===== src/rtl/apu_pulse_regs_pkg.sv =====
// ---------------------------------------------------------------------------
// apu_pkg
// Shared constants for the APU pulse-channel register front end:
//   LEN_TABLE    - 32-entry length-counter load table, indexed by data[7:3]
//                  of a $4003/$4007 write
//   A_4000..A_4007, A_4015 - register offsets relative to $4000
// ---------------------------------------------------------------------------
package apu_pkg;

    localparam logic [7:0] LEN_TABLE [0:31] = '{
        8'd10,  8'd254, 8'd20,  8'd2,   8'd40,  8'd4,   8'd80,  8'd6,
        8'd160, 8'd8,   8'd60,  8'd10,  8'd14,  8'd12,  8'd26,  8'd14,
        8'd12,  8'd16,  8'd24,  8'd18,  8'd48,  8'd20,  8'd96,  8'd22,
        8'd192, 8'd24,  8'd72,  8'd26,  8'd16,  8'd28,  8'd32,  8'd30
    };

    localparam int unsigned A_4000 = 'h00;
    localparam int unsigned A_4001 = 'h01;
    localparam int unsigned A_4002 = 'h02;
    localparam int unsigned A_4003 = 'h03;
    localparam int unsigned A_4004 = 'h04;
    localparam int unsigned A_4005 = 'h05;
    localparam int unsigned A_4006 = 'h06;
    localparam int unsigned A_4007 = 'h07;
    localparam int unsigned A_4015 = 'h15;

    function automatic logic [7:0] len_lookup(input logic [4:0] idx);
        return LEN_TABLE[idx];
    endfunction

endpackage


===== src/rtl/apu_pulse_regs_if.sv =====
// ---------------------------------------------------------------------------
// apu_pulse_regs_if
// CPU-side register bus between the 6502 bus adapter and the pulse register
// front end.
//   cpu_addr  - register offset from $4000 (ADDR_W bits)
//   cpu_wdata - write data
//   cpu_we    - write strobe, one write per asserted cycle
//   cpu_re    - read strobe
//   cpu_rdata - registered read data
// modport master: bus adapter side; modport slave: register block side.
// ---------------------------------------------------------------------------
interface apu_pulse_regs_if #(
    parameter int ADDR_W = 5
) ();
    logic [ADDR_W-1:0] cpu_addr;
    logic [7:0]        cpu_wdata;
    logic              cpu_we;
    logic              cpu_re;
    logic [7:0]        cpu_rdata;

    modport master (
        output cpu_addr, cpu_wdata, cpu_we, cpu_re,
        input  cpu_rdata
    );

    modport slave (
        input  cpu_addr, cpu_wdata, cpu_we, cpu_re,
        output cpu_rdata
    );
endinterface


===== src/rtl/apu_pulse_regs_length_ctr.sv =====
// ---------------------------------------------------------------------------
// apu_length_ctr
// One pulse channel's 8-bit length counter.
//   clk, rst   - clock, synchronous active-high reset
//   en         - channel enable as it will be after this edge; low forces 0
//   load       - write to the channel's $4003/$4007 register this cycle
//   load_idx   - LEN_TABLE index (write data [7:3])
//   halt       - length halt bit (current register value)
//   half_frame - one-cycle half-frame tick
//   len        - counter value
// Priority: disable > load > half-frame decrement.
// ---------------------------------------------------------------------------
module apu_length_ctr
    import apu_pkg::*;
(
    input  logic       clk,
    input  logic       rst,
    input  logic       en,
    input  logic       load,
    input  logic [4:0] load_idx,
    input  logic       halt,
    input  logic       half_frame,
    output logic [7:0] len
);

    // NOTE: sequential state is assigned with <= so every flop samples the
    // pre-edge values regardless of process ordering.
    always_ff @(posedge clk) begin
        if (rst) begin
            len <= 8'h00;
        end else if (!en) begin
            len <= 8'h00;
        end else if (load) begin
            len <= len_lookup(load_idx);
        end else if (half_frame && (len != 8'h00) && !halt) begin
            len <= len - 8'd1;
        end
    end

endmodule


===== src/rtl/apu_pulse_regs.sv =====
// ---------------------------------------------------------------------------
// apu_pulse_regs
// CPU-side register front end for the two APU pulse channels. Decodes writes
// to $4000-$4007 and $4015, holds the eight pulse registers, issues one-cycle
// side-effect strobes, owns both length counters and serves the $4015 read.
//
// Ports:
//   clk, rst              - clock, synchronous active-high reset
//   bus                   - CPU register bus (apu_pulse_regs_if.slave)
//   half_frame            - one-cycle half-frame tick from frame sequencer
//   r4000..r4003          - pulse 1 registers
//   r4004..r4007          - pulse 2 registers
//   p1/p2_restart         - one-cycle pulse after a write to $4003/$4007
//   p1/p2_sweep_reload    - one-cycle pulse after a write to $4001/$4005
//   p1/p2_active          - length counter nonzero
//
// Build option: APU_STATUS_READ_EN enables the registered $4015 status read.
// Without it cpu_rdata is tied to 8'h00 and cpu_re is ignored.
// ---------------------------------------------------------------------------
module apu_pulse_regs
    import apu_pkg::*;
#(
    parameter int ADDR_W = 5
) (
    input  logic                   clk,
    input  logic                   rst,
    apu_pulse_regs_if.slave        bus,
    input  logic                   half_frame,
    output logic [7:0]             r4000,
    output logic [7:0]             r4001,
    output logic [7:0]             r4002,
    output logic [7:0]             r4003,
    output logic [7:0]             r4004,
    output logic [7:0]             r4005,
    output logic [7:0]             r4006,
    output logic [7:0]             r4007,
    output logic                   p1_restart,
    output logic                   p2_restart,
    output logic                   p1_sweep_reload,
    output logic                   p2_sweep_reload,
    output logic                   p1_active,
    output logic                   p2_active
);

    logic [7:0] regs [8];
    logic       en1, en2;
    logic       en1_next, en2_next;
    logic [7:0] len1, len2;

    // Write decode
    logic wr_reg, wr_4001, wr_4003, wr_4005, wr_4007, wr_4015;

    assign wr_reg  = bus.cpu_we && (bus.cpu_addr < ADDR_W'(8));
    assign wr_4001 = bus.cpu_we && (bus.cpu_addr == ADDR_W'(A_4001));
    assign wr_4003 = bus.cpu_we && (bus.cpu_addr == ADDR_W'(A_4003));
    assign wr_4005 = bus.cpu_we && (bus.cpu_addr == ADDR_W'(A_4005));
    assign wr_4007 = bus.cpu_we && (bus.cpu_addr == ADDR_W'(A_4007));
    assign wr_4015 = bus.cpu_we && (bus.cpu_addr == ADDR_W'(A_4015));

    // NOTE: the eight-entry register file is reset explicitly; it is a
    // handful of flops feeding the channels, not a RAM macro.
    always_ff @(posedge clk) begin
        if (rst) begin
            for (int i = 0; i < 8; i++) regs[i] <= 8'h00;
        end else if (wr_reg) begin
            regs[bus.cpu_addr[2:0]] <= bus.cpu_wdata;
        end
    end

    assign r4000 = regs[A_4000];
    assign r4001 = regs[A_4001];
    assign r4002 = regs[A_4002];
    assign r4003 = regs[A_4003];
    assign r4004 = regs[A_4004];
    assign r4005 = regs[A_4005];
    assign r4006 = regs[A_4006];
    assign r4007 = regs[A_4007];

    // Side-effect strobes line up with the new register value.
    always_ff @(posedge clk) begin
        if (rst) begin
            p1_restart      <= 1'b0;
            p2_restart      <= 1'b0;
            p1_sweep_reload <= 1'b0;
            p2_sweep_reload <= 1'b0;
        end else begin
            p1_restart      <= wr_4003;
            p2_restart      <= wr_4007;
            p1_sweep_reload <= wr_4001;
            p2_sweep_reload <= wr_4005;
        end
    end

    // Enable bits. The counters see the post-write enable so that clearing
    // a channel zeroes its length on the same edge.
    assign en1_next = wr_4015 ? bus.cpu_wdata[0] : en1;
    assign en2_next = wr_4015 ? bus.cpu_wdata[1] : en2;

    always_ff @(posedge clk) begin
        if (rst) begin
            en1 <= 1'b0;
            en2 <= 1'b0;
        end else begin
            en1 <= en1_next;
            en2 <= en2_next;
        end
    end

    // Halt bits come from the current register contents, so a halt written
    // alongside a half-frame tick only affects later ticks.
    apu_length_ctr u_len1 (
        .clk        (clk),
        .rst        (rst),
        .en         (en1_next),
        .load       (wr_4003),
        .load_idx   (bus.cpu_wdata[7:3]),
        .halt       (regs[A_4000][5]),
        .half_frame (half_frame),
        .len        (len1)
    );

    apu_length_ctr u_len2 (
        .clk        (clk),
        .rst        (rst),
        .en         (en2_next),
        .load       (wr_4007),
        .load_idx   (bus.cpu_wdata[7:3]),
        .halt       (regs[A_4004][5]),
        .half_frame (half_frame),
        .len        (len2)
    );

    assign p1_active = (len1 != 8'h00);
    assign p2_active = (len2 != 8'h00);

`ifdef APU_STATUS_READ_EN
    // Status reflects pre-write lengths when a read and write coincide.
    always_ff @(posedge clk) begin
        if (rst) begin
            bus.cpu_rdata <= 8'h00;
        end else if (bus.cpu_re) begin
            bus.cpu_rdata <= (bus.cpu_addr == ADDR_W'(A_4015))
                           ? {6'b0, p2_active, p1_active} : 8'h00;
        end
    end
`else
    logic unused_re;
    assign unused_re     = bus.cpu_re;
    assign bus.cpu_rdata = 8'h00;
`endif

endmodule


===== src/flat_wrapper.sv =====
// flat-port wrapper written by rule: the top's interface ports become plain ports
module apu_pulse_regs_flat import apu_pkg::*;
#(
    parameter int ADDR_W = 5
)
  (clk, rst, half_frame, r4000, r4001, r4002, r4003, r4004, r4005, r4006, r4007, p1_restart, p2_restart, p1_sweep_reload, p2_sweep_reload, p1_active, p2_active, bus_cpu_addr, bus_cpu_wdata, bus_cpu_we, bus_cpu_re, bus_cpu_rdata);
  apu_pulse_regs_if #(.ADDR_W(ADDR_W)) bus_i ();
  input  logic clk;
  input  logic rst;
  input  logic half_frame;
  output logic [7:0] r4000;
  output logic [7:0] r4001;
  output logic [7:0] r4002;
  output logic [7:0] r4003;
  output logic [7:0] r4004;
  output logic [7:0] r4005;
  output logic [7:0] r4006;
  output logic [7:0] r4007;
  output logic p1_restart;
  output logic p2_restart;
  output logic p1_sweep_reload;
  output logic p2_sweep_reload;
  output logic p1_active;
  output logic p2_active;
  input wire logic [$bits(bus_i.cpu_addr)-1:0] bus_cpu_addr;
  input wire logic [$bits(bus_i.cpu_wdata)-1:0] bus_cpu_wdata;
  input wire logic [$bits(bus_i.cpu_we)-1:0] bus_cpu_we;
  input wire logic [$bits(bus_i.cpu_re)-1:0] bus_cpu_re;
  output wire logic [$bits(bus_i.cpu_rdata)-1:0] bus_cpu_rdata;
  assign bus_i.cpu_addr = bus_cpu_addr;
  assign bus_i.cpu_wdata = bus_cpu_wdata;
  assign bus_i.cpu_we = bus_cpu_we;
  assign bus_i.cpu_re = bus_cpu_re;
  assign bus_cpu_rdata = bus_i.cpu_rdata;
  apu_pulse_regs #(.ADDR_W(ADDR_W)) u_core (.clk(clk), .rst(rst), .bus(bus_i), .half_frame(half_frame), .r4000(r4000), .r4001(r4001), .r4002(r4002), .r4003(r4003), .r4004(r4004), .r4005(r4005), .r4006(r4006), .r4007(r4007), .p1_restart(p1_restart), .p2_restart(p2_restart), .p1_sweep_reload(p1_sweep_reload), .p2_sweep_reload(p2_sweep_reload), .p1_active(p1_active), .p2_active(p2_active));
endmodule

===== config.mk =====
export PLATFORM = sky130hd
export DESIGN_NAME = apu_pulse_regs_flat
export DESIGN_NICKNAME = d
export VERILOG_FILES = /design/src/rtl/apu_pulse_regs_pkg.sv /design/src/rtl/apu_pulse_regs_if.sv /design/src/rtl/apu_pulse_regs_length_ctr.sv /design/src/rtl/apu_pulse_regs.sv /design/src/flat_wrapper.sv
export SDC_FILE = /design/constraint.sdc
export NUM_CORES = 1
export LEC_CHECK = 0
export ABC_AREA = 1
export ABC_CLOCK_PERIOD_IN_PS = 1600
export BUFFER_PORTS_ARGS = -buffer_cell sky130_fd_sc_hd__buf_2
export CORE_MARGIN = 1
export CORE_UTILIZATION = 52
export DETAILED_ROUTE_END_ITERATION = 10
export HOLD_SLACK_MARGIN = 0.02
export PLACE_DENSITY = 0.76
export SLEW_MARGIN = 5
export SYNTH_ARGS = -nofsm -noshare
export SYNTH_HDL_FRONTEND = slang
export SYNTH_SLANG_ARGS = --single-unit

===== constraint.sdc =====
create_clock -name clk -period 1.6 [get_ports clk]
set_input_delay 0.08 -clock clk [delete_from_list [all_inputs] [get_ports clk]]
set_output_delay 0.08 -clock clk [all_outputs]
set_load 0.005 [all_outputs]

==> results by group <==
Status
  – Outcome: complete, no violations

Route
  – Vias: 3342
  – WL final: 9253 um
  – DRT antenna net count: 0
  – Vias per Instance: 4.996
  – Residual DRC: 0
  – Wire per inst: 13.83 um
  – Drt first pass iters: 5
  – Initial DRC count: 216

Floorplan
  – Core ar.: 7807 um2
  – Die area: 8485 um2
  – Row count: 32
  – Initial Util: 54.09%
  – Die Span X: 92.12 um
  – Die height: 92.12 um
  – Number of I/O pins: 96

Finish
  – Antenna diode count: 0
  – Layout cells sized above 1: 26.81%
  – Most frequent cells in the layout: nand2_1 (91), nor2_1 (89), buf_2 (86), edfxtp_1 (64), nand3_1 (53)
  – Final Core Density: 63.64%
  – Area grow syn2layout: 17.66%
  – Fin nets: 590
  – Commonest non-fill, non-tap cell in the layout: nand2_1

Worst setup path
  – Critical path peak fanout: 5
  – Startpoint types: register
  – Kind of critical path: register to output pin
  – Critical path required time: 1.52 ns
  – Worst EP arrival: 1.40 ns
  – Crit path capture type: output pin

Clock tree
  – Clk Latency, worst-skew pair: 0.36 ns
  – CTS tree: done
  – H-tree depth: 3
  – Clk Tree Root Cell: clkbuf_8
  – Clk sinks: 86
  – CTS Buf Count: 9
  – Clock buffer depth: 2
  – CTS resizes: 0
  – Clk slew on worst S/H paths: 0.09 ns

Logic synthesis
  – Yosys cell types: 33
  – Async S/R FF share, synth: 0%
  – Cell count after synthesis: 463
  – Synthesized area: 4223 um2
  – Seq/Total Area, Yosys: 55.94%
  – Ys flop type: edfxtp_1
  – Post-synth EDFFs: 64
  – Average cell area after synthesis: 9.121 um2
  – Syn. warnings: 0
  – Synth Register Bits: 86

Global routing
  – GRT Residual Overflow: 0
  – Antenna violations before repair: 0
  – Vias in the first global route: 3103
  – All-Layer GR Usage: 22.64%
  – Largest net degree at the start of global routing: 19
  – First-pass GRT wire length: 14560 um

Timing
  – Fin. Hold Viols: 0
  – Fin crit share: 92.29%
  – Setup ws final: 0.1233 ns
  – Pins over their slew limit: 0
  – Final Skew: 0.004954 ns
  – Min cycle time layout: 1.477 ns
  – Setup-failing EPs final: 0
  – Peak Freq: 0.6772 GHz
  – RSZ-0062 raised after global routing: no
  – Post-route setup TNS: 0 ns

Pwr
  – Flop pwr share: 56.6%
  – Peak VDD IR: 0.5832 mV
  – LEAKAGE: 2.331 nW
  – Combinational power share: 8.4%
  – Switching Power: 1.077 mW
  – Sw Ratio: 24.36%
  – Post-route total power: 4.420 mW
  – Pwr dens: 889.5 nW/um2
  – Pint: 3.343 mW
  – Clock power frac: 34.9%

Min path
  – Worst hold path class: input pin to register

Job
  – Max_cap viols: 0

Place
  – # port buffers: 86
  – DP Worst Slack: 0.1880 ns
  – Final HPWL from detailed placement: 6909 um
  – RD Place Congestion: 0.9184
critical path: stages (launching register included):
cell     delay [ns]
dfxtp_1        0.35
inv_1          0.12
ha_1           0.22
nand4_2        0.18
buf_2          0.17
per-stage QoR:
step | instance area (um2) | instances | hold WS [ns]
5_1_grt | 4969 | 669 | 0.1003
3_3_place_gp | 4758 | 652 | 0.2992
2_1_floorplan | 4249 | 470 | 0.1639
3_5_place_dp | 4758 | 652 | 0.3024
6_report | 4969 | 669 | 0.06930
4_1_cts | 4969 | 669 | 0.06159
cells in the mapped netlist, types with 3 or more instances:
master	number	share of area [%]
a21oi_1	5	0.59
buf_2	3	0.36
buf_4	14	2.5
buf_6	3	0.80
clkinv_1	4	0.36
dfxtp_1	22	10
edfxtp_1	64	46
ha_1	10	3.0
inv_1	47	4.2
inv_2	9	0.80
nand2_1	91	8.1
nand2_2	4	0.59
nand3_1	53	6.3
nand3_2	7	1.7
nand4_2	3	0.89
nor2_1	89	7.9
nor2_2	7	1.0
nor2_4	3	0.80
o211ai_1	3	0.53
o21ai_0	3	0.36
registers in the layout, summed over array words and instances (netlist names):
| name | flops |
|---|---|
| u_core.p2_sweep_reload | 1 |
| u_core.p1_sweep_reload | 1 |
| u_core.p2_restart | 1 |
| u_core.regs | 64 |
| u_core.en1 | 1 |
| u_core.u_len2.len | 8 |
| u_core.u_len1.len | 8 |
| u_core.en2 | 1 |
| u_core.p1_restart | 1 |
power groups by stage:
stage               logic (mW)  clock network (mW)  registers [mW]
finish                   0.373                1.54            2.50
global route             0.412                1.64            2.51
CTS                      0.374                1.55            2.50
detailed placement       0.371                   0            2.56
global placement         0.364                   0            2.55
floorplan                0.199                   0            2.57
cell type report:
class,count,area [um2]
clock inverter,6,72.57
clock buffer,10,127.6
inverter,62,237.7
fill,656,2839
tap,102,127.6
sequential,86,2362
multi-input combinational,302,1495
timing repair buffer,101,545.5
cells by family (layout without fill, tap and decap cells):
group | Yosys count | after routing | share of synthesized area [%]
other cells | 1 | 8 | 0.08880
buf+inv | 82 | 179 | 9.274
flops | 86 | 86 | 55.94
simple gates | 264 | 264 | 28.62
compound gates | 16 | 16 | 2.281
fa+ha+maj | 10 | 10 | 2.963
xor+xnor | 4 | 4 | 0.8298
worst paths after layout:
path / end / cells after the start / startpoint / slack, ns
max: p2_active / 4 / u_core.u_len2.len[0]$_SDFFE_PP0P_ / 0.12
min: u_core.p1_restart$_SDFF_PP0_ / 4 / bus_cpu_addr[2] / 0.07
max reg2reg: u_core.u_len1.len[1]$_SDFFE_PP0P_ / 10 / u_core.u_len1.len[0]$_SDFFE_PP0P_ / 0.17
min reg2reg: u_core.u_len1.len[0]$_SDFFE_PP0P_ / 2 / u_core.u_len1.len[0]$_SDFFE_PP0P_ / 0.51
metal layers:
layer | vias up | global-route usage (%) | part of all wire (%)
met3 | 14 | 4.561 | 6.7
met1 | 1526 | 27.28 | 42
li1 | 1667 | - | -
met2 | 135 | 39.80 | 49
met5 | - | 0 | 0
met4 | 0 | 8.594 | 1.8
what timing repair did:
action / CTS / global route
hold buffers: 1 / 0
endpoints found under the hold margin: 1 / 0
setup buffers: 0 / 0
Note: power is estimated with default switching activity, not from simulation.
